<file path="src/rtl/vga_pkg.sv">
// -----------------------------------------------------------------------------
// vga_pkg
// Shared constants and types for the VGA frame-buffer path.
//   FB_W, FB_H    : frame-buffer size in words (160 x 120)
//   SCALE_LOG2    : log2 of the upscale factor (one word = 4x4 screen pixels)
//   FB_ADDR_W     : frame-buffer address width (19200 words fit in 15 bits)
//   H_ACTIVE/V_ACTIVE : visible screen size in pixels
//   rgb_t         : one frame-buffer word, {r,g,b}
// -----------------------------------------------------------------------------
package vga_pkg;
  localparam int FB_W       = 160;
  localparam int FB_H       = 120;
  localparam int SCALE_LOG2 = 2;
  localparam int FB_ADDR_W  = 15;
  localparam int H_ACTIVE   = 640;
  localparam int V_ACTIVE   = 480;

  typedef logic [2:0] rgb_t;
endpackage

</file>
<file path="src/rtl/fb_addr_gen.sv">
// -----------------------------------------------------------------------------
// fb_addr_gen
// Combinational frame-buffer address: o_addr = i_row * 160 + i_col.
// The multiply by 160 is built as (row << 7) + (row << 5), so no DSP multiplier
// is needed. The result wraps at FB_ADDR_W bits; callers only rely on it for
// in-range coordinates.
// Ports:
//   i_row  in  ROW_W      word row
//   i_col  in  COL_W      word column
//   o_addr out FB_ADDR_W  linear word address
// -----------------------------------------------------------------------------
module fb_addr_gen
  import vga_pkg::*;
#(
  parameter int ROW_W = 10,
  parameter int COL_W = 10
) (
  input  logic [ROW_W-1:0]     i_row,
  input  logic [COL_W-1:0]     i_col,
  output logic [FB_ADDR_W-1:0] o_addr
);

  logic [FB_ADDR_W-1:0] w_row_ext;
  logic [FB_ADDR_W-1:0] w_col_ext;

  assign w_row_ext = FB_ADDR_W'(i_row);
  assign w_col_ext = FB_ADDR_W'(i_col);

  // 160 = 128 + 32
  assign o_addr = (w_row_ext << 7) + (w_row_ext << 5) + w_col_ext;

endmodule

</file>
<file path="src/rtl/fb_scanout_arbiter.sv">
// -----------------------------------------------------------------------------
// fb_scanout_arbiter
// Shares one single-port frame-buffer RAM between display scan-out and a host
// pixel writer. Every active pixel with pixel_x[1:0]==0 is a display slot that
// fetches one word; all other cycles belong to the writer. The fetched word is
// kept in a hold register and shown for the 4 pixels of its group, giving a
// 4x upscale of the 160x120 buffer to 640x480.
// Colour and syncs are both delayed by exactly 2 cycles.
// Ports:
//   clk                    in   pixel clock
//   rst                    in   synchronous reset, active low
//   pixel_x, pixel_y       in   coordinates from the sync generator
//   video_on               in   1 inside the active region
//   h_sync_in, v_sync_in   in   raw syncs
//   wr_valid/wr_ready      in/out writer handshake
//   wr_x, wr_y, wr_rgb     in   writer word coordinate and data
//   ram_addr/ram_we/ram_wdata out RAM request (read data 1 cycle later)
//   ram_rdata              in   RAM read data
//   h_sync, v_sync         out  delayed syncs
//   red, green, blue       out  pixel colour
// -----------------------------------------------------------------------------
module fb_scanout_arbiter
  import vga_pkg::*;
#(
  parameter int FB_W       = vga_pkg::FB_W,
  parameter int FB_H       = vga_pkg::FB_H,
  parameter int SCALE_LOG2 = vga_pkg::SCALE_LOG2
) (
  input  logic                 clk,
  input  logic                 rst,
  input  logic [9:0]           pixel_x,
  input  logic [9:0]           pixel_y,
  input  logic                 video_on,
  input  logic                 h_sync_in,
  input  logic                 v_sync_in,
  input  logic                 wr_valid,
  output logic                 wr_ready,
  input  logic [7:0]           wr_x,
  input  logic [6:0]           wr_y,
  input  logic [2:0]           wr_rgb,
  output logic [FB_ADDR_W-1:0] ram_addr,
  output logic                 ram_we,
  output logic [2:0]           ram_wdata,
  input  logic [2:0]           ram_rdata,
  output logic                 h_sync,
  output logic                 v_sync,
  output logic                 red,
  output logic                 green,
  output logic                 blue
);

  // Index 0: display address generator, index 1: writer address generator.
  logic [9:0]           w_row  [2];
  logic [9:0]           w_col  [2];
  logic [FB_ADDR_W-1:0] w_addr [2];

  logic w_disp_slot;
  logic w_accept;
  logic w_in_range;

  logic [FB_ADDR_W-1:0] r_addr_last;
  logic                 r_von_d1;
  logic                 r_fetch_d1;
  logic                 r_hs_d1;
  logic                 r_vs_d1;
  logic                 r_hs;
  logic                 r_vs;
  rgb_t                 r_hold;
  rgb_t                 r_rgb;

  // ---------------------------------------------------------------------------
  // Slot decode and address generation
  // ---------------------------------------------------------------------------
  assign w_disp_slot = video_on && (pixel_x[SCALE_LOG2-1:0] == '0);

  assign w_row[0] = pixel_y >> SCALE_LOG2;
  assign w_col[0] = pixel_x >> SCALE_LOG2;
  assign w_row[1] = {3'b000, wr_y};
  assign w_col[1] = {2'b00, wr_x};

  genvar gi;
  generate
    for (gi = 0; gi < 2; gi++) begin : g_addr
      fb_addr_gen #(
        .ROW_W (10),
        .COL_W (10)
      ) u_addr_gen (
        .i_row  (w_row[gi]),
        .i_col  (w_col[gi]),
        .o_addr (w_addr[gi])
      );
    end
  endgenerate

  // Ready is purely a function of the current pixel, so the writer can see it
  // in the same cycle; it never loses more than one cycle in a row.
  assign wr_ready   = rst && !w_disp_slot;
  assign w_accept   = wr_valid && wr_ready;
  assign w_in_range = (int'(wr_x) < FB_W) && (int'(wr_y) < FB_H);

  // ---------------------------------------------------------------------------
  // RAM port mux. Out-of-range writes are accepted but never strobe ram_we.
  // With no request the address is parked on its last value to avoid
  // needless toggling on the RAM address bus.
  // ---------------------------------------------------------------------------
  always_comb begin
    ram_addr  = r_addr_last;
    ram_we    = 1'b0;
    ram_wdata = '0;
    if (!rst) begin
      ram_addr = '0;
    end else if (w_disp_slot) begin
      ram_addr = w_addr[0];
    end else if (w_accept) begin
      ram_addr  = w_addr[1];
      ram_we    = w_in_range;
      ram_wdata = wr_rgb;
    end
  end

  // ---------------------------------------------------------------------------
  // Two-stage scan-out pipeline.
  // Stage 1 registers the per-pixel flags while the RAM performs the read.
  // Stage 2 picks fresh read data on a fetch pixel, otherwise the hold word.
  // The hold register only loads on fetch cycles, so writes to RAM never
  // disturb the word currently being displayed.
  // ---------------------------------------------------------------------------
  always_ff @(posedge clk) begin
    if (!rst) begin
      r_addr_last <= '0;
      r_von_d1    <= 1'b0;
      r_fetch_d1  <= 1'b0;
      r_hs_d1     <= 1'b1;
      r_vs_d1     <= 1'b1;
      r_hs        <= 1'b1;
      r_vs        <= 1'b1;
      r_hold      <= '0;
      r_rgb       <= '0;
    end else begin
      r_addr_last <= ram_addr;
      r_von_d1    <= video_on;
      r_fetch_d1  <= w_disp_slot;
      r_hs_d1     <= h_sync_in;
      r_vs_d1     <= v_sync_in;
      r_hs        <= r_hs_d1;
      r_vs        <= r_vs_d1;
      if (r_fetch_d1) begin
        r_hold <= ram_rdata;
      end
      if (!r_von_d1) begin
        r_rgb <= '0;
      end else if (r_fetch_d1) begin
        r_rgb <= ram_rdata;
      end else begin
        r_rgb <= r_hold;
      end
    end
  end

  assign {red, green, blue} = r_rgb;
  assign h_sync             = r_hs;
  assign v_sync             = r_vs;

endmodule

</file>
<file path="config.mk">
export PLATFORM = sky130hd
export DESIGN_NAME = fb_scanout_arbiter
export DESIGN_NICKNAME = d
export VERILOG_FILES = /design/src/rtl/vga_pkg.sv /design/src/rtl/fb_addr_gen.sv /design/src/rtl/fb_scanout_arbiter.sv
export SDC_FILE = /design/constraint.sdc
export NUM_CORES = 1
export LEC_CHECK = 0
export BUFFER_PORTS_ARGS = -buffer_cell sky130_fd_sc_hd__buf_2
export CORE_ASPECT_RATIO = 1.2
export CORE_MARGIN = 1
export CORE_UTILIZATION = 45
export CTS_CLUSTER_SIZE = 12
export DETAILED_ROUTE_END_ITERATION = 12
export PLACE_DENSITY = 0.72
export SYNTH_ARGS = -nofsm -noshare
export SYNTH_HDL_FRONTEND = slang
export SYNTH_HIERARCHICAL = 1
export SYNTH_SLANG_ARGS = --single-unit
</file>
<file path="constraint.sdc">
create_clock -name clk -period 2.75 [get_ports clk]
set_input_delay 0.1375 -clock clk [delete_from_list [all_inputs] [get_ports clk]]
set_output_delay 0.1375 -clock clk [all_outputs]
set_load 0.01 [all_outputs]
</file>
==> out/results.ini, run 1 <==
[clock_network]
root_buffer = clkbuf_8
cts_num_sinks = 27
clk_latency_ns = 0.28
cts_tree = built
clk_pin_slew_ns = 0.10
clk_path_buf_depth = 2
cts_buffers = 3
hold_buffers = 0
htreeDepth = 1
postCtsSetupBuffers = 0
cts.repair.resized = 0

[synthesis]
ys_ff_latch = 27
yosysTopAreaCell = dfxtp_1
synthAdderAreaFrac_pct = 23.1
synth-compound-area-share_pct = 16.8
yosys.area_share.simple_pct = 12.3
synth_top_family_by_area = adder cells
syn_inst = 241
netlist_area_mm2 = 0.00221
synthMuxAreaShare_pct = 9.06
synth_area_per_cell_um2 = 9.17
yosysWarningCount = 6
synth-xor-area-share_pct = 6.34
yosysSeqAreaShare_pct = 24.5
synth_top_area_share_pct = 24.5
ys_top_cells_by_area = dfxtp_1 24%, ha_1 16%, mux2i_1 9.1%
ys_types = 36

[power]
seqPwrFrac_pct = 37.4
sw_frac_of_total_pct = 34.5
total_power_mw = 1.16
p_comb_share_pct = 42.4
power.leakage_nw = 1.32
power_switching_mw = 0.400
p_clk_share_pct = 20.2
peakVddDrop_uv = 246
p_per_area_mw_per_mm2 = 443
p_int_mw = 0.759

[die]
num_rows = 27
pin_count = 72
die_h_um = 78.8
die_width_um = 66.0
dieArea_mm2 = 0.00520
core_mm2 = 0.00466
start_util_pct = 47.4

[critical_path]
path_max_fanout = 3
cp_data_arrival_time_ns = 2.45
cp.required_ns = 2.61
critPathMaxStageDelay_ns = 0.53
slowest_stage = fa_1
endpoint_kind = output pin
worstSetupStartpointType = input port
crit_chain = buf_2 > inv_1 > fa_1 > inv_1 > fa_2 > a21o_2 > a21oi_4 > o21ai_0 > xor2_1 > mux2i_1 > o21ai_0 > buf_2
crit_type = in2out
r2r_slack_ns = 1.81

[cells_and_area]
antenna_cells = 0
final_cells = 365
fillers = 465
layout-drive-gt1-share_pct = 29.0
final_common_cell = buf_2
syn2layout_area_growth_pct = 18.3
mostFrequentLayoutCells = 69 x buf_2, 35 x o21ai_0, 28 x ha_1
nets = 391

[run]
drv_cap = 0

[timing]
timing.setup.tns_ns = 0
relSlewSlack_pct = 61.9
max_freq_mhz = 386
fin_crit_sh_pct = 94.1
skew_ns = 0.000602
final-max-slew-violation-count = 0
rsz0062_at_grt = false
tightestPinTransition_ns = 0.571
setup_viol = 0
hold_viol = 0
period_needed_ns = 2.59

[routing]
drt_first_pass_iters = 4
vias = 1834
wl_mm = 3.99
drtAntennaViolNets = 0
wl_per_cell_um = 10.9
drt_iter0_drc = 37
drc = 0
vias_per_cell = 5.02

[placement]
dp_hpwl_mm = 3.37
place.gp.congestion = 0.805
io_buffers = 69
placed_cells = 361

[grt]
grt_usage_pct = 16.0
grt_max_degree = 32
antenna_found_initial = 0
grt_pass1_wl_mm = 6.62
first_global_vias = 1622
overflow = 0

[run_status]
outcome = finished clean

[hold_path]
hp-class = in2reg

-- logic make-up after synthesis --
| family | after synthesis |
|---|---|
| AO/OA/AOI/OAI | 60 |
| other | 1 |
| adder cells (fa/ha/maj) | 36 |
| buffers and inverters | 31 |
| multiplexers | 20 |
| AND/OR/NAND/NOR | 50 |
| XOR/XNOR | 16 |
| flip-flops | 27 |
-- synthesized netlist by cell type --
cell,instances
nor2b_1,5
or2b_1,2
and2_1,3
and4_2,1
xor2_1,6
buf_6,1
inv_1,14
buf_2,1
nor3_1,4
a21o_2,2
mux2i_1,20
o21a_1,2
nand2_1,23
and4b_1,2
clkbuf_2,4
dfxtp_1,27
a21oi_1,8
o31ai_2,2
and4bb_1,1
nand2b_1,2
a221oi_1,2
o31ai_1,1
fa_1,8
xnor2_1,10
o21bai_1,2
a211oi_2,2
nand3_1,2
ha_1,28
nand4_1,1
o21ai_0,35
buf_4,11
a21oi_2,2
and3_2,3
and2_2,1
a21o_1,2
conb_1,1
-- state kept, by name, indices dropped and copies added (netlist names) --
| name | count |
|---|---|
| r_von_d1 | 1 |
| r_hold | 3 |
| r_hs_d1 | 1 |
| r_addr_last | 15 |
| r_vs_d1 | 1 |
| r_fetch_d1 | 1 |
| v_sync | 1 |
| r_rgb | 3 |
| h_sync | 1 |
-- worst paths after layout --
path,end,cells after the start,start
max,ram_addr[12],12,wr_y[0]
min,r_vs_d1$_SDFF_PN1_,2,v_sync_in
max reg2reg,r_rgb[0]$_SDFF_PN0_,3,r_fetch_d1$_SDFF_PN0_
min reg2reg,v_sync$_SDFF_PN1_,1,r_vs_d1$_SDFF_PN1_
-- power groups by stage --
stage | clock, mW | sequential, mW | combinational, mW
3_5_place_dp | 0 | 0.443 | 0.487
3_3_place_gp | 0 | 0.441 | 0.476
2_1_floorplan | 0 | 0.441 | 0.368
5_1_grt | 0.258 | 0.436 | 0.559
4_1_cts | 0.243 | 0.434 | 0.490
6_report | 0.234 | 0.433 | 0.492
-- worst max-delay path: cells and delay by family --
kind | cells | cell delay (ns)
compound gates | 4 | 0.74
fa+ha+maj | 2 | 0.94
buf+inv | 4 | 0.38
mux | 1 | 0.10
xor+xnor | 1 | 0.16
-- through the flow --
stage | setup slack, ns | util (%) | hold WS [ns] | cell area (µm²)
floorplan | 0.369 | - | 0.211 | 2240
global placement | 0.141 | 54.8 | 0.320 | 2550
detailed placement | 0.0851 | 54.8 | 0.322 | 2550
CTS | 0.0743 | 55.9 | 0.0250 | 2610
global route | 0.0369 | 56.1 | 0.0277 | 2620
finish | 0.161 | 56.1 | 0.0322 | 2620
-- layout make-up --
class | count | area [µm²] | share of cell area [%]
repair buffers | 70 | 353 | 13.5
inverters | 14 | 52.6 | 2.01
clock inverters | 1 | 8.76 | 0.335
flip-flops and latches | 27 | 541 | 20.7
well taps | 58 | 72.6 | 2.78
multi-input cells | 192 | 1550 | 59.1
clock buffers | 3 | 41.3 | 1.58
-- per-layer routing --
layer,track usage (%),wire (µm),up-vias
li1,-,-,955
met1,18.8,1840,825
met2,28.9,1920,48
met3,1.72,155,6
met4,6.38,74,0
met5,0,0,-
No activity file was read; power rests on OpenSTA's default activity.
==> inputs of run 2 (changes only) <==
- CORE_UTILIZATION: 45 -> 30
- CTS_CLUSTER_DIAMETER: unset -> 60
- PLACE_DENSITY: 0.72 -> unset
==> out/results.ini, run 2 (synthesized netlist as in run 1, its figures left out) <==
[run_status]
outcome = finished clean

[critical_path]
rr_endpoint = r_rgb[2]$_SDFF_PN0_
cp_data_arrival_time_ns = 2.42
cp.required_ns = 2.61
worstSetupStartpointType = input port
endpoint_kind = output pin
regToRegStartpoint = r_fetch_d1$_SDFF_PN0_
crit_type = in2out
path_max_fanout = 3
r2r_slack_ns = 1.81
worst_r2r_path_depth = 3

[grt]
grt_max_degree = 20
overflow = 0
first_global_vias = 1716
antenna_found_initial = 0
grt_pass1_wl_mm = 7.18
grt_usage_pct = 11.9

[timing]
final-max-slew-violation-count = 0
timing.setup.tns_ns = 0
setup_ws_ns = 0.195
tightestPinTransition_ns = 0.659
skew_ns = 0.00950
hold_viol = 0
setup_viol = 0
fin_crit_sh_pct = 92.9
rsz0062_at_grt = false
relSlewSlack_pct = 55.8
period_needed_ns = 2.55
max_freq_mhz = 391

[cells_and_area]
mostFrequentLayoutCells = 69 x buf_2, 33 x o21ai_0, 28 x ha_1
antenna_cells = 0
final_cells = 396
fillers = 735
nets = 393
layout-drive-gt1-share_pct = 29.4
syn2layout_area_growth_pct = 21.0
regArea_um2 = 541
largest_register = r_addr_last
top_regs = r_addr_last (15), r_hold (3), r_rgb (3)
largest_reg_flops = 15
final_common_cell = buf_2
fin_area_mm2 = 0.00267
multi_input_area_mm2 = 0.00155

[clock_network]
cts_tree = built
hold_buffers = 0
clk_pin_slew_ns = 0.10
root_buffer = clkbuf_8
clk_path_buf_depth = 2
cts_num_sinks = 27
clk_latency_ns = 0.28
htreeDepth = 1
cts_buffers = 3

[placement]
place.gp.congestion = 0.695
placed_area_mm2 = 0.00260
placed_cells = 391
dp_hpwl_mm = 3.69
io_buffers = 69
dp_slack_ns = 0.0885

[die]
die_h_um = 96.0
pin_count = 72
core_mm2 = 0.00698
start_util_pct = 31.7
die_width_um = 80.3
num_rows = 33
dieArea_mm2 = 0.00771

[routing]
wl_mm = 4.35
drt_first_pass_iters = 4
wl_per_cell_um = 11.0
vias_per_cell = 4.55
drtAntennaViolNets = 0
drt_iter0_drc = 32
drc = 0
vias = 1802

[hold_path]
min_from = v_sync_in
whs_path_depth = 2
hp-class = in2reg
whs_endpoint = r_vs_d1$_SDFF_PN1_

[power]
p_per_area_mw_per_mm2 = 441
peakVddDrop_uv = 212
total_power_mw = 1.18
power.leakage_nw = 1.34

[run]
drv_cap = 0

## run 2: cell count changes in the layout (fill, tap and decap cells not counted)
cell,change
o21ai_0,-2
a21oi_2,-1
a21oi_4,+1
o21ai_1,+2
buf_4,+2
## run 2: worst max path at each step
stage	start	end	slack, ns	cells after the start
2_1_floorplan	wr_y[0]	ram_addr[12]	0.37	10
3_3_place_gp	wr_y[0]	ram_addr[12]	0.1	12
3_5_place_dp	wr_y[0]	ram_addr[12]	0.09	12
4_1_cts	wr_y[0]	ram_addr[12]	0.06	12
5_1_grt	pixel_y[2]	ram_addr[12]	0.01	12
6_report	wr_y[0]	ram_addr[12]	0.20	12
## run 2: repair_timing
action / 4_1_cts / 5_1_grt
gates resized for setup: 0 / 5
setup buffers: 0 / 1
setup endpoints to repair: 0 / 1
## run 2: area by class of cell
cell class	count	share of cell area, %
Timing Repair Buffer	72	13.8
Sequential cell	27	20.2
Clock inverter	1	0.328
Inverter	14	1.97
Clock buffer	3	1.54
Tap cell	87	4.07
Multi-Input combinational cell	192	58.1
## run 2: routing by layer
metal / part of all wire, % / up-vias / track usage [%]
met5: 0 / - / 0
met4: 2.0 / 0 / 5.06
met3: 4.7 / 7 / 1.33
met2: 47 / 48 / 21.4
met1: 46 / 789 / 14.3
li1: - / 958 / -
## run 2: per-stage QoR
stage | util, % | hold slack, ns
CTS | 38.0 | 0.0182
detailed placement | 37.2 | 0.324
global route | 38.3 | 0.0321
global placement | 37.2 | 0.322
finish | 38.3 | 0.0316
floorplan | - | 0.211
## run 2: critical path: stages
cell and delay, ns:
buf_2 0.09, inv_1 0.05, fa_1 0.53, inv_1 0.07
fa_2 0.40, a21o_2 0.24, a21oi_4 0.18, o21ai_0 0.13
xor2_1 0.17, mux2i_1 0.19, o21ai_1 0.09, buf_2 0.14
## run 2: power by group
group / leakage, nW / switching [mW] / internal [mW]
Sequential: 0.222 / 0.00813 / 0.425
Clock: 0.0261 / 0.130 / 0.106
Combinational: 1.09 / 0.272 / 0.238
